`config.mk`:
```
export PLATFORM = sky130hd
export DESIGN_NAME = alu_cmd_driver
export DESIGN_NICKNAME = d
export VERILOG_FILES = /design/src/rtl/alu_cmd_driver.sv
export SDC_FILE = /design/constraint.sdc
export NUM_CORES = 1
export LEC_CHECK = 0
export CORE_ASPECT_RATIO = 1.75
export CORE_MARGIN = 2
export CORE_UTILIZATION = 35
export CTS_BUF_LIST = sky130_fd_sc_hd__clkbuf_4 sky130_fd_sc_hd__clkbuf_8 sky130_fd_sc_hd__clkbuf_16
export DETAILED_ROUTE_END_ITERATION = 10
export PLACE_DENSITY = 0.72
export SLEW_MARGIN = 20
export SYNTH_ARGS = -nofsm -noshare
export SYNTH_HDL_FRONTEND = slang
export SYNTH_SLANG_ARGS = --single-unit
export TNS_END_PERCENT = 5
```
`constraint.sdc`:
```
create_clock -name clk -period 1.9 [get_ports clk]
set_input_delay 0.475 -clock clk [delete_from_list [all_inputs] [get_ports clk]]
set_output_delay 0.475 -clock clk [all_outputs]
set_load 0.03 [all_outputs]
```
`src/rtl/alu_cmd_driver.sv`:
```
// Command/response driver wrapped around a combinational ALU.
// It registers one command, waits one cycle, captures the ALU result, then holds the response until the consumer accepts it.
module alu_cmd_driver #(
    parameter int CNT_W = 16
) (
    input  logic             clk,
    input  logic             rst_n,
    // command side
    input  logic             cmd_valid,
    output logic             cmd_ready,
    input  logic [15:0]      cmd_a,
    input  logic [15:0]      cmd_b,
    input  logic [4:0]       cmd_f,
    input  logic             cmd_cin,
    input  logic             cmd_chain,
    input  logic             carry_clr,
    // ALU side
    output logic [15:0]      alu_a,
    output logic [15:0]      alu_b,
    output logic [4:0]       alu_f,
    output logic             alu_cin,
    input  logic [15:0]      alu_result,
    input  logic [5:0]       alu_status,
    // response side
    output logic             rsp_valid,
    input  logic             rsp_ready,
    output logic [15:0]      rsp_result,
    output logic [5:0]       rsp_status,
    output logic             carry_q,
    output logic [CNT_W-1:0] op_count
);

    typedef enum logic [1:0] {
        IDLE = 2'd0,
        EXEC = 2'd1,
        RESP = 2'd2
    } state_t;

    localparam logic [CNT_W-1:0] CNT_ONE = {{(CNT_W-1){1'b0}}, 1'b1};

    state_t state;

    // cmd_ready resets to 1 so the driver is able to accept a command as soon as reset is released.
    always_ff @(posedge clk or negedge rst_n) begin
        if (!rst_n) begin
            state      <= IDLE;
            cmd_ready  <= 1'b1;
            alu_a      <= 16'h0000;
            alu_b      <= 16'h0000;
            alu_f      <= 5'b00000;
            alu_cin    <= 1'b0;
            rsp_valid  <= 1'b0;
            rsp_result <= 16'h0000;
            rsp_status <= 6'b000000;
            op_count   <= '0;
        end else begin
            // NOTE: sequential state uses non-blocking (<=) assignments only.
            // Every register therefore samples the value it had before this edge.
            unique case (state)
                IDLE: begin
                    if (cmd_valid && cmd_ready) begin
                        alu_a     <= cmd_a;
                        alu_b     <= cmd_b;
                        alu_f     <= cmd_f;
                        alu_cin   <= cmd_chain ? carry_q : cmd_cin;
                        cmd_ready <= 1'b0;
                        state     <= EXEC;
                    end
                end
                EXEC: begin
                    rsp_result <= alu_result;
                    rsp_status <= alu_status;
                    rsp_valid  <= 1'b1;
                    state      <= RESP;
                end
                RESP: begin
                    if (rsp_valid && rsp_ready) begin
                        rsp_valid <= 1'b0;
                        cmd_ready <= 1'b1;
                        op_count  <= op_count + CNT_ONE;
                        state     <= IDLE;
                    end
                end
                default: begin
                    rsp_valid <= 1'b0;
                    cmd_ready <= 1'b1;
                    state     <= IDLE;
                end
            endcase
        end
    end

    // The capture in EXEC takes priority over carry_clr on the same edge.
    always_ff @(posedge clk or negedge rst_n) begin
        if (!rst_n) begin
            carry_q <= 1'b0;
        end else if (state == EXEC) begin
            carry_q <= alu_status[5];
        end else if (carry_clr) begin
            carry_q <= 1'b0;
        end
    end

endmodule

```
==> metrics.md, run 1 <==
| Metric | Value |
|---|---|
| Share of the synthesized area in the top cell type | `between 60% and 70%` |
| P&R area growth vs syn | `61.6%` |
| Period utilisation layout | `a little over nine tenths` |
| Net switching power | `between 2 and 3 mW` |
| Compound-cell area share of the yosys netlist | `under 10%` |
| Total internal power | `about 5 mW` |
| Number of buffers on the longest clock path | `2` |
| Yosys synthesis warning count | `0` |
| Via-to-Cell Ratio | `4.63` |
| Max VDD drop | `roughly 0.70 mV` |
| Total CTS buffers | `9` |
| Sequential fraction of the synthesis area | `64.5%` |
| Slew at the pin closest to its max-slew limit | `0.390 ns` |
| Post-route setup TNS | `0 ns` |
| Part of the power in registers | `35.3%` |
| Final max-slew violation count | `0` |
| Logic gate share of total power | `43.7%` |
| Number of sinks on the clock net | `81` |
| Cells taking the most area after synthesis | `dfrtp_1 (64%), mux2_2 (20%), xnor2_1 (3.9%)` |
| Initial standard-cell utilization of the core | `36.0%` |
| Utilization of the core after routing | `58.2%` |
| Number of antenna violations at the first check in global routing | `0` |
| Die extent in x | `~76 µm` |
| Maximum number of pins on one net before global-route repair | `40` |
| Cell with the biggest individual delay on the critical path | `clkdlybuf4s50_1` |
| Worst slack on hold paths | `around 0.070 ns` |
| Final setup vio count | `0` |
| Clock tree from TritonCTS | `done` |
| Cell Pwr Density | `approximately 1500 nW/µm²` |
| Buffering stage count on the worst path with inverters included | `1` |
| Weighted congestion reported at the end of routability-driven placement | `around 0.74` |
| Relative max-transition margin | `between 70% and 80%` |
| DRC violation total after the first TritonRoute iteration | `57` |
| Worst-skew pair later-pin latency | `about 0.33 ns` |
| Part of the power in the clock network | `21.0%` |
| Element type at the critical path end | `output pin` |
| Crit path time final | `roughly 1.8 ns` |
| Overall via count from detail_route | `~2300` |
| Final count of hold timing violations | `0` |
| Post-Syn Nets | `between 200 and 300` |
| Post-synthesis cell type with the largest combined area | `dfrtp_1` |
| Cell breakdown of the critical path | `clkdlybuf4s50_1` |
| Fraction of final layout cells with drive strength greater than 1 | `between 20% and 30%` |
| Layout filler cell count | `between 700 and 800` |
| First-pass iteration count of the detailed router | `6` |
| First-pass GRT wire length | `approximately 12 mm` |
| Length in cells of the worst reg-to-reg path | `5` |
| Total number of placement rows | `45` |
| Kind of path behind the tightest hold check | `input pin to asynchronous set/reset pin` |
| CTS H-Tree Depth | `3` |
| Family with the most delay on the worst path | `buffers and inverters` |
| Ant diodes | `0` |
| Die Outline Area | `9780 µm²` |
| Largest stage delay on the critical path | `between 0.6 and 0.7 ns` |
| Core Footprint | `8730 µm²` |
| Height of the die | `about 130 µm` |
| Crit path kind | `register to output pin` |
| Startpoint kind of the worst setup timing path | `register` |
| Detailed-placement wirelength estimate | `about 5.7 mm` |
| Root Buffer | `clkbuf_16` |
| Placed inst area | `between 4000 and 5000 µm²` |
| Leakage power of the design | `approximately 2.4 nW` |
| I/O pin total | `~150` |
| Via count of the first global-routing pass | `2350` |
| Highest fanout seen on the critical path | `2` |
| Cell count after synthesis | `~210` |
| Crit path DAT | `about 1.4 ns` |
| DRC violation count after routing | `0` |
| Count of nets after finishing | `around 430` |
| Post-route design area | `slightly above 5000 µm²` |
| Number of buffer cells added on primary ports | `~140` |
| Count of max-cap constraint violations | `0` |
| Outcome | `completed` |
| Post-synthesis share of cell area spent on and, or, nand and nor gates | `under 10%` |
| Switching fraction of total power | `36.6%` |
| Netlist cell types | `26` |
| Overall Global Routing Usage | `16.3%` |
| Xor and xnor area share after synthesis | `4.18%` |
| Avg Cell Area, Syn | `15.1 µm²` |
| CTS clk-pin slew, worst paths | `approximately 0.06 ns` |
| Post-CTS Setup Inserts | `0` |
| Fmax | `0.542 GHz` |
| Unrepaired setup endpoints after global routing | `false` |
| Main combinational cell family by area after synthesis | `multiplexers` |
| Worst clock skew | `approximately 0.006 ns` |
| Multiplexer share of the synthesized area | `between 20% and 30%` |
| Crit path required time | `~1.4 ns` |
| Post-synthesis instance area | `around 3100 µm²` |
| Antenna Violating Nets Remaining | `0` |
| Synth Area in Adders | `0.398%` |
| Wire length per cell | `between 15 and 20 µm` |
| Remaining global-route overflow | `0` |
| Detailed-route wire length | `7.49 mm` |
| Non-filler cells in the finished layout | `487` |
| Number of stages on the worst setup path | `1` |
| # placed instances | `about 470` |
| Flops & latches, synth | `slightly above 80` |
## cells by family (layout without fill, tap and decap cells)
family,after synthesis,in the layout
flops,81,81
simple gates,33,33
buf+inv,10,172
xor+xnor,15,15
compound gates,9,9
fa+ha+maj,1,1
mux,59,59
## registers in the layout (all words and copies together) (netlist names)
name	count
alu_a	16
alu_b	16
op_count	16
rsp_result	16
rsp_status	6
alu_f	5
state	2
alu_cin	1
carry_q	1
cmd_ready	1
rsp_valid	1
## synth_stat cells
| master | instances |
|---|---|
| nor4_2 | 1 |
| nand2_1 | 10 |
| o21ai_0 | 3 |
| xnor2_1 | 14 |
| a21o_1 | 1 |
| nor3_1 | 1 |
| ha_1 | 1 |
| dfstp_2 | 1 |
| nand4b_4 | 1 |
| dfrtp_1 | 80 |
| nand4_1 | 6 |
| nor4_4 | 1 |
| xor2_1 | 1 |
| and4b_1 | 1 |
| nor2b_1 | 1 |
| mux2i_1 | 1 |
| mux2_2 | 55 |
| o21a_1 | 1 |
| a21oi_1 | 4 |
| mux2_1 | 3 |
| nor2_1 | 2 |
| buf_2 | 7 |
| nand3_1 | 5 |
| inv_1 | 3 |
| nand2b_1 | 2 |
| and3_1 | 2 |
## worst reg2reg max path, delay by kind of cell, from the launching register on
family	cells	cell delay [ns]
AND/OR/NAND/NOR	3	0.59
flip-flops	1	0.47
XOR/XNOR	1	0.13
adder cells (fa/ha/maj)	1	0.30
## final cells by class
| type | instances | area (µm²) | area share, % |
|---|---|---|---|
| tap | 117 | 146 | 2.88 |
| clock inverter | 3 | 15.0 | 0.296 |
| inverter | 3 | 11.3 | 0.222 |
| sequential | 81 | 2030 | 39.9 |
| timing repair buffer | 153 | 1540 | 30.2 |
| clock buffer | 13 | 268 | 5.27 |
| multi-input combinational | 117 | 1080 | 21.2 |
## power groups by stage
stage	Combinational, mW	Sequential (mW)	Clock (mW)
CTS	3.42	2.74	1.67
global route	3.51	2.81	1.75
finish	3.37	2.72	1.62
floorplan	0.567	3.97	0
global placement	3.39	2.73	0
detailed placement	3.43	2.76	0
## timing repair
action / in CTS / in global routing
endpoints found under the setup margin: 11 / 7
resized for setup: 11 / 7
hold endpoints to repair: 0 / 0
hold buffers: 0 / 0
## cell usage in the layout (no fill, tap or decap), types with 2 or more instances in the layout
cell,synthesis,layout
mux2_2,55,55
dfrtp_1,80,80
dlymetal6s2s_1,0,7
clkdlybuf4s50_1,0,125
and3_1,2,2
nand3_1,5,5
buf_4,0,8
clkbuf_8,0,2
mux2_1,3,3
buf_12,0,2
nand2b_1,2,2
dlygate4sd2_1,0,11
o21ai_0,3,3
inv_1,3,3
xnor2_1,14,14
clkbuf_16,0,9
nand2_1,10,10
clkbuf_4,0,2
clkinv_2,0,3
nor2_1,2,2
a21oi_1,4,4
nand4_1,6,6
## worst paths after layout
check                             start             to  slack (ns)
max                            alu_a[3]       alu_a[3]        0.05
min                               rst_n  rsp_result[6]        0.07
max reg2reg                 op_count[0]   op_count[12]        0.30
min reg2reg                op_count[15]   op_count[15]        0.47
max in group asynchronous         rst_n       alu_b[3]        1.28
min in group clk           op_count[15]   op_count[15]        0.47
## routing by layer
layer  wire (µm)  track usage (%)  part of all wire, %
met2        4310             28.0                   57
met5           0                0                    0
met3         354             3.97                  4.7
met4         256             9.29                  3.4
met1        2580             17.8                   34
## metrics by stage
step	total power [mW]	worst slack (ns)
after global placement	6.12	-0.0778
after floorplan	4.53	0.235
after global routing	8.07	0.000368
after CTS	7.82	0.0000915
final	7.71	0.0537
after detailed placement	6.19	-0.0892
Note: power is estimated with default switching activity, not from simulation.
==> inputs of run 2 (changes only) <==
clock period = 1.88 ns   (was 1.9 ns; I/O delays follow)
==> metrics.md, run 2 (synthesis gave the netlist of run 1 again) <==
| Metric | Value |
|---|---|
| Outcome | `completed` |
| Worst clock skew | `0.00767 ns (+0.00167 ns)` |
| Fmax | `0.544 GHz` |
| Crit path kind | `register to output pin` |
| Count of max-cap constraint violations | `0 (unchanged)` |
| Detailed-placement wirelength estimate | `5.68 mm (unchanged)` |
| Antenna Violating Nets Remaining | `0 (unchanged)` |
| Part of the power in the clock network | `21.1% (about the same)` |
| Setup ws final | `0.0412 ns (-0.0125 ns)` |
| DRC violation total after the first TritonRoute iteration | `66 (+16%)` |
| CTS clk-pin slew, worst paths | `0.06 ns (about the same)` |
| Number of antenna violations at the first check in global routing | `0 (unchanged)` |
| Wl on met1 | `2.62 mm (+1.9%)` |
| Count of nets after finishing | `432 (unchanged)` |
| Total number of placement rows | `45 (unchanged)` |
| Minimum setup slack after placement | `-0.104 ns (-0.0150 ns)` |
| Crit path time final | `approximately 1.8 ns` |
| Relative max-transition margin | `74.0% (about the same)` |
| Metal3 WL | `354 µm (unchanged)` |
| Slew at the pin closest to its max-slew limit | `0.390 ns (-0.0000927 ns)` |
| Element type at the critical path end | `output pin` |
| Root Buffer | `clkbuf_16` |
| P&R area growth vs syn | `61.7% (about the same)` |
| Worst-skew pair later-pin latency | `0.33 ns (about the same)` |
| Total internal power | `4.93 mW (+0.80%)` |
| Most common cell after layout, fill and taps aside | `clkdlybuf4s50_1` |
| CTS H-Tree Depth | `3 (unchanged)` |
| Startpoint kind of the worst setup timing path | `register` |
| Core Footprint | `8730 µm² (unchanged)` |
| Total area of multi-input combinational cells | `1080 µm² (unchanged)` |
| Die extent in x | `75.6 µm (unchanged)` |
| Non-filler cells in the finished layout | `487 (unchanged)` |
| Number of buffer cells added on primary ports | `144 (unchanged)` |
| Fraction of final layout cells with drive strength greater than 1 | `23.5% (unchanged)` |
| Ant diodes | `0 (unchanged)` |
| Final count of hold timing violations | `0 (unchanged)` |
| Post-route design area | `5080 µm² (about the same)` |
| Highest fanout seen on the critical path | `2 (unchanged)` |
| Post-CTS Setup Inserts | `0 (unchanged)` |
| Period utilisation layout | `~98%` |
| Unrepaired setup endpoints after global routing | `false` |
| Via count of the first global-routing pass | `2348 (-0.085%)` |
| Die Outline Area | `9780 µm² (unchanged)` |
| # placed instances | `471 (unchanged)` |
| Cell with the biggest individual delay on the critical path | `clkdlybuf4s50_1` |
| I/O pin total | `145 (unchanged)` |
| Overall Global Routing Usage | `16.4% (about the same)` |
| Switching fraction of total power | `36.6% (+0.087 points)` |
| Initial standard-cell utilization of the core | `36.0% (unchanged)` |
| Maximum number of pins on one net before global-route repair | `40 (unchanged)` |
| Placed inst area | `4790 µm² (unchanged)` |
| Height of the die | `129 µm (unchanged)` |
| Largest stage delay on the critical path | `0.69 ns (about the same)` |
| Overall via count from detail_route | `2255 (-0.089%)` |
| Cell breakdown of the critical path | `clkdlybuf4s50_1` |
| Wire length on met2 | `4.31 mm (unchanged)` |
| Buffering stage count on the worst path with inverters included | `1 (unchanged)` |
| Final setup vio count | `0 (unchanged)` |
| Family with the most delay on the worst path | `buffers and inverters` |
| Crit path DAT | `1.37 ns (about the same)` |
| Total CTS buffers | `9 (unchanged)` |
| Final max-slew violation count | `0 (unchanged)` |
| Via-to-Cell Ratio | `4.63 (about the same)` |
| Kind of path behind the tightest hold check | `input pin to asynchronous set/reset pin` |
| Remaining global-route overflow | `0 (unchanged)` |
| Wire length per cell | `15.5 µm (+0.84%)` |
| Leakage power of the design | `2.45 nW (+2.0%)` |
| Max VDD drop | `0.718 mV (+1.9%)` |
| Number of buffers on the longest clock path | `2 (unchanged)` |
| Number of sinks on the clock net | `81 (unchanged)` |
| Clock tree from TritonCTS | `done` |
| DRC violation count after routing | `0 (unchanged)` |
| Weighted congestion reported at the end of routability-driven placement | `0.740 (unchanged)` |
| Net switching power | `2.85 mW (+1.2%)` |
| Part of the power in registers | `35.3% (about the same)` |
| First-pass iteration count of the detailed router | `6 (unchanged)` |
| Crit path required time | `1.41 ns (about the same)` |
| Layout filler cell count | `718 (-0.55%)` |
| Sequential Area | `2030 µm² (unchanged)` |
| First-pass GRT wire length | `11.7 mm (+0.12%)` |
| Worst slack on hold paths | `0.0659 ns (-0.00455 ns)` |
| Logic gate share of total power | `43.6% (about the same)` |
| Most used cells in the layout excluding fill and tap cells | `clkdlybuf4s50_1 (116), dfrtp_1 (80), mux2_2 (55)` |
| Highest Signal Layer | `met4` |
| Detailed-route wire length | `7.56 mm (+0.84%)` |
| Cell Pwr Density | `1530 nW/µm² (+0.87%)` |
## run 2: changes by cell type in the layout (fill, tap and decap cells not counted), sizes merged
| cell | change |
|---|---|
| dlygate4sd2 | +5 |
| clkdlybuf4s50 | -9 |
| dlymetal6s2s | +4 |
## run 2: final timing paths
path,startpoint,to,slack (ns),cells past startpoint
max,alu_a[10],alu_a[10],0.04,1
min,rst_n,rsp_result[6],0.07,1
max reg2reg,op_count[0],op_count[12],0.28,5
min reg2reg,op_count[15],op_count[15],0.47,1
max in group asynchronous,rst_n,alu_b[3],1.27,2
min in group clk,op_count[15],op_count[15],0.47,1
## run 2: final cells by class
class	instances	share of cell area (%)
clock buffer	13	5.27
clock inverter	3	0.295
inverter	3	0.222
multi-input combinational	117	21.2
sequential	81	39.9
tap	117	2.88
timing repair buffer	153	30.3
## run 2: timing repair
| item | in CTS | in global routing |
|---|---|---|
| hold buffers | 0 | 0 |
| resized for setup | 16 | 11 |
| setup endpoints to repair | 16 | 11 |
## run 2: power by group through the flow
| stage | logic, mW | clock network (mW) | registers (mW) |
|---|---|---|---|
| floorplan | 0.573 | 0 | 4.01 |
| global placement | 3.42 | 0 | 2.76 |
| detailed placement | 3.47 | 0 | 2.79 |
| CTS | 3.45 | 1.69 | 2.76 |
| global route | 3.54 | 1.77 | 2.84 |
| finish | 3.40 | 1.64 | 2.75 |
## run 2: metrics by stage
stage	setup TNS, ns	power [mW]	utilization (%)
after CTS	0	7.91	57.9
final	0	7.79	58.3
after global placement	-3.17	6.18	54.9
after floorplan	0	4.58	-
after global routing	0	8.15	58.3
after detailed placement	-3.49	6.26	54.9
## run 2: routing by layer
metal	global-route usage, %	vias to the layer above
li1	-	1041
met1	17.9	1115
met2	28.0	81
met3	3.97	18
met4	9.29	0
met5	0	-
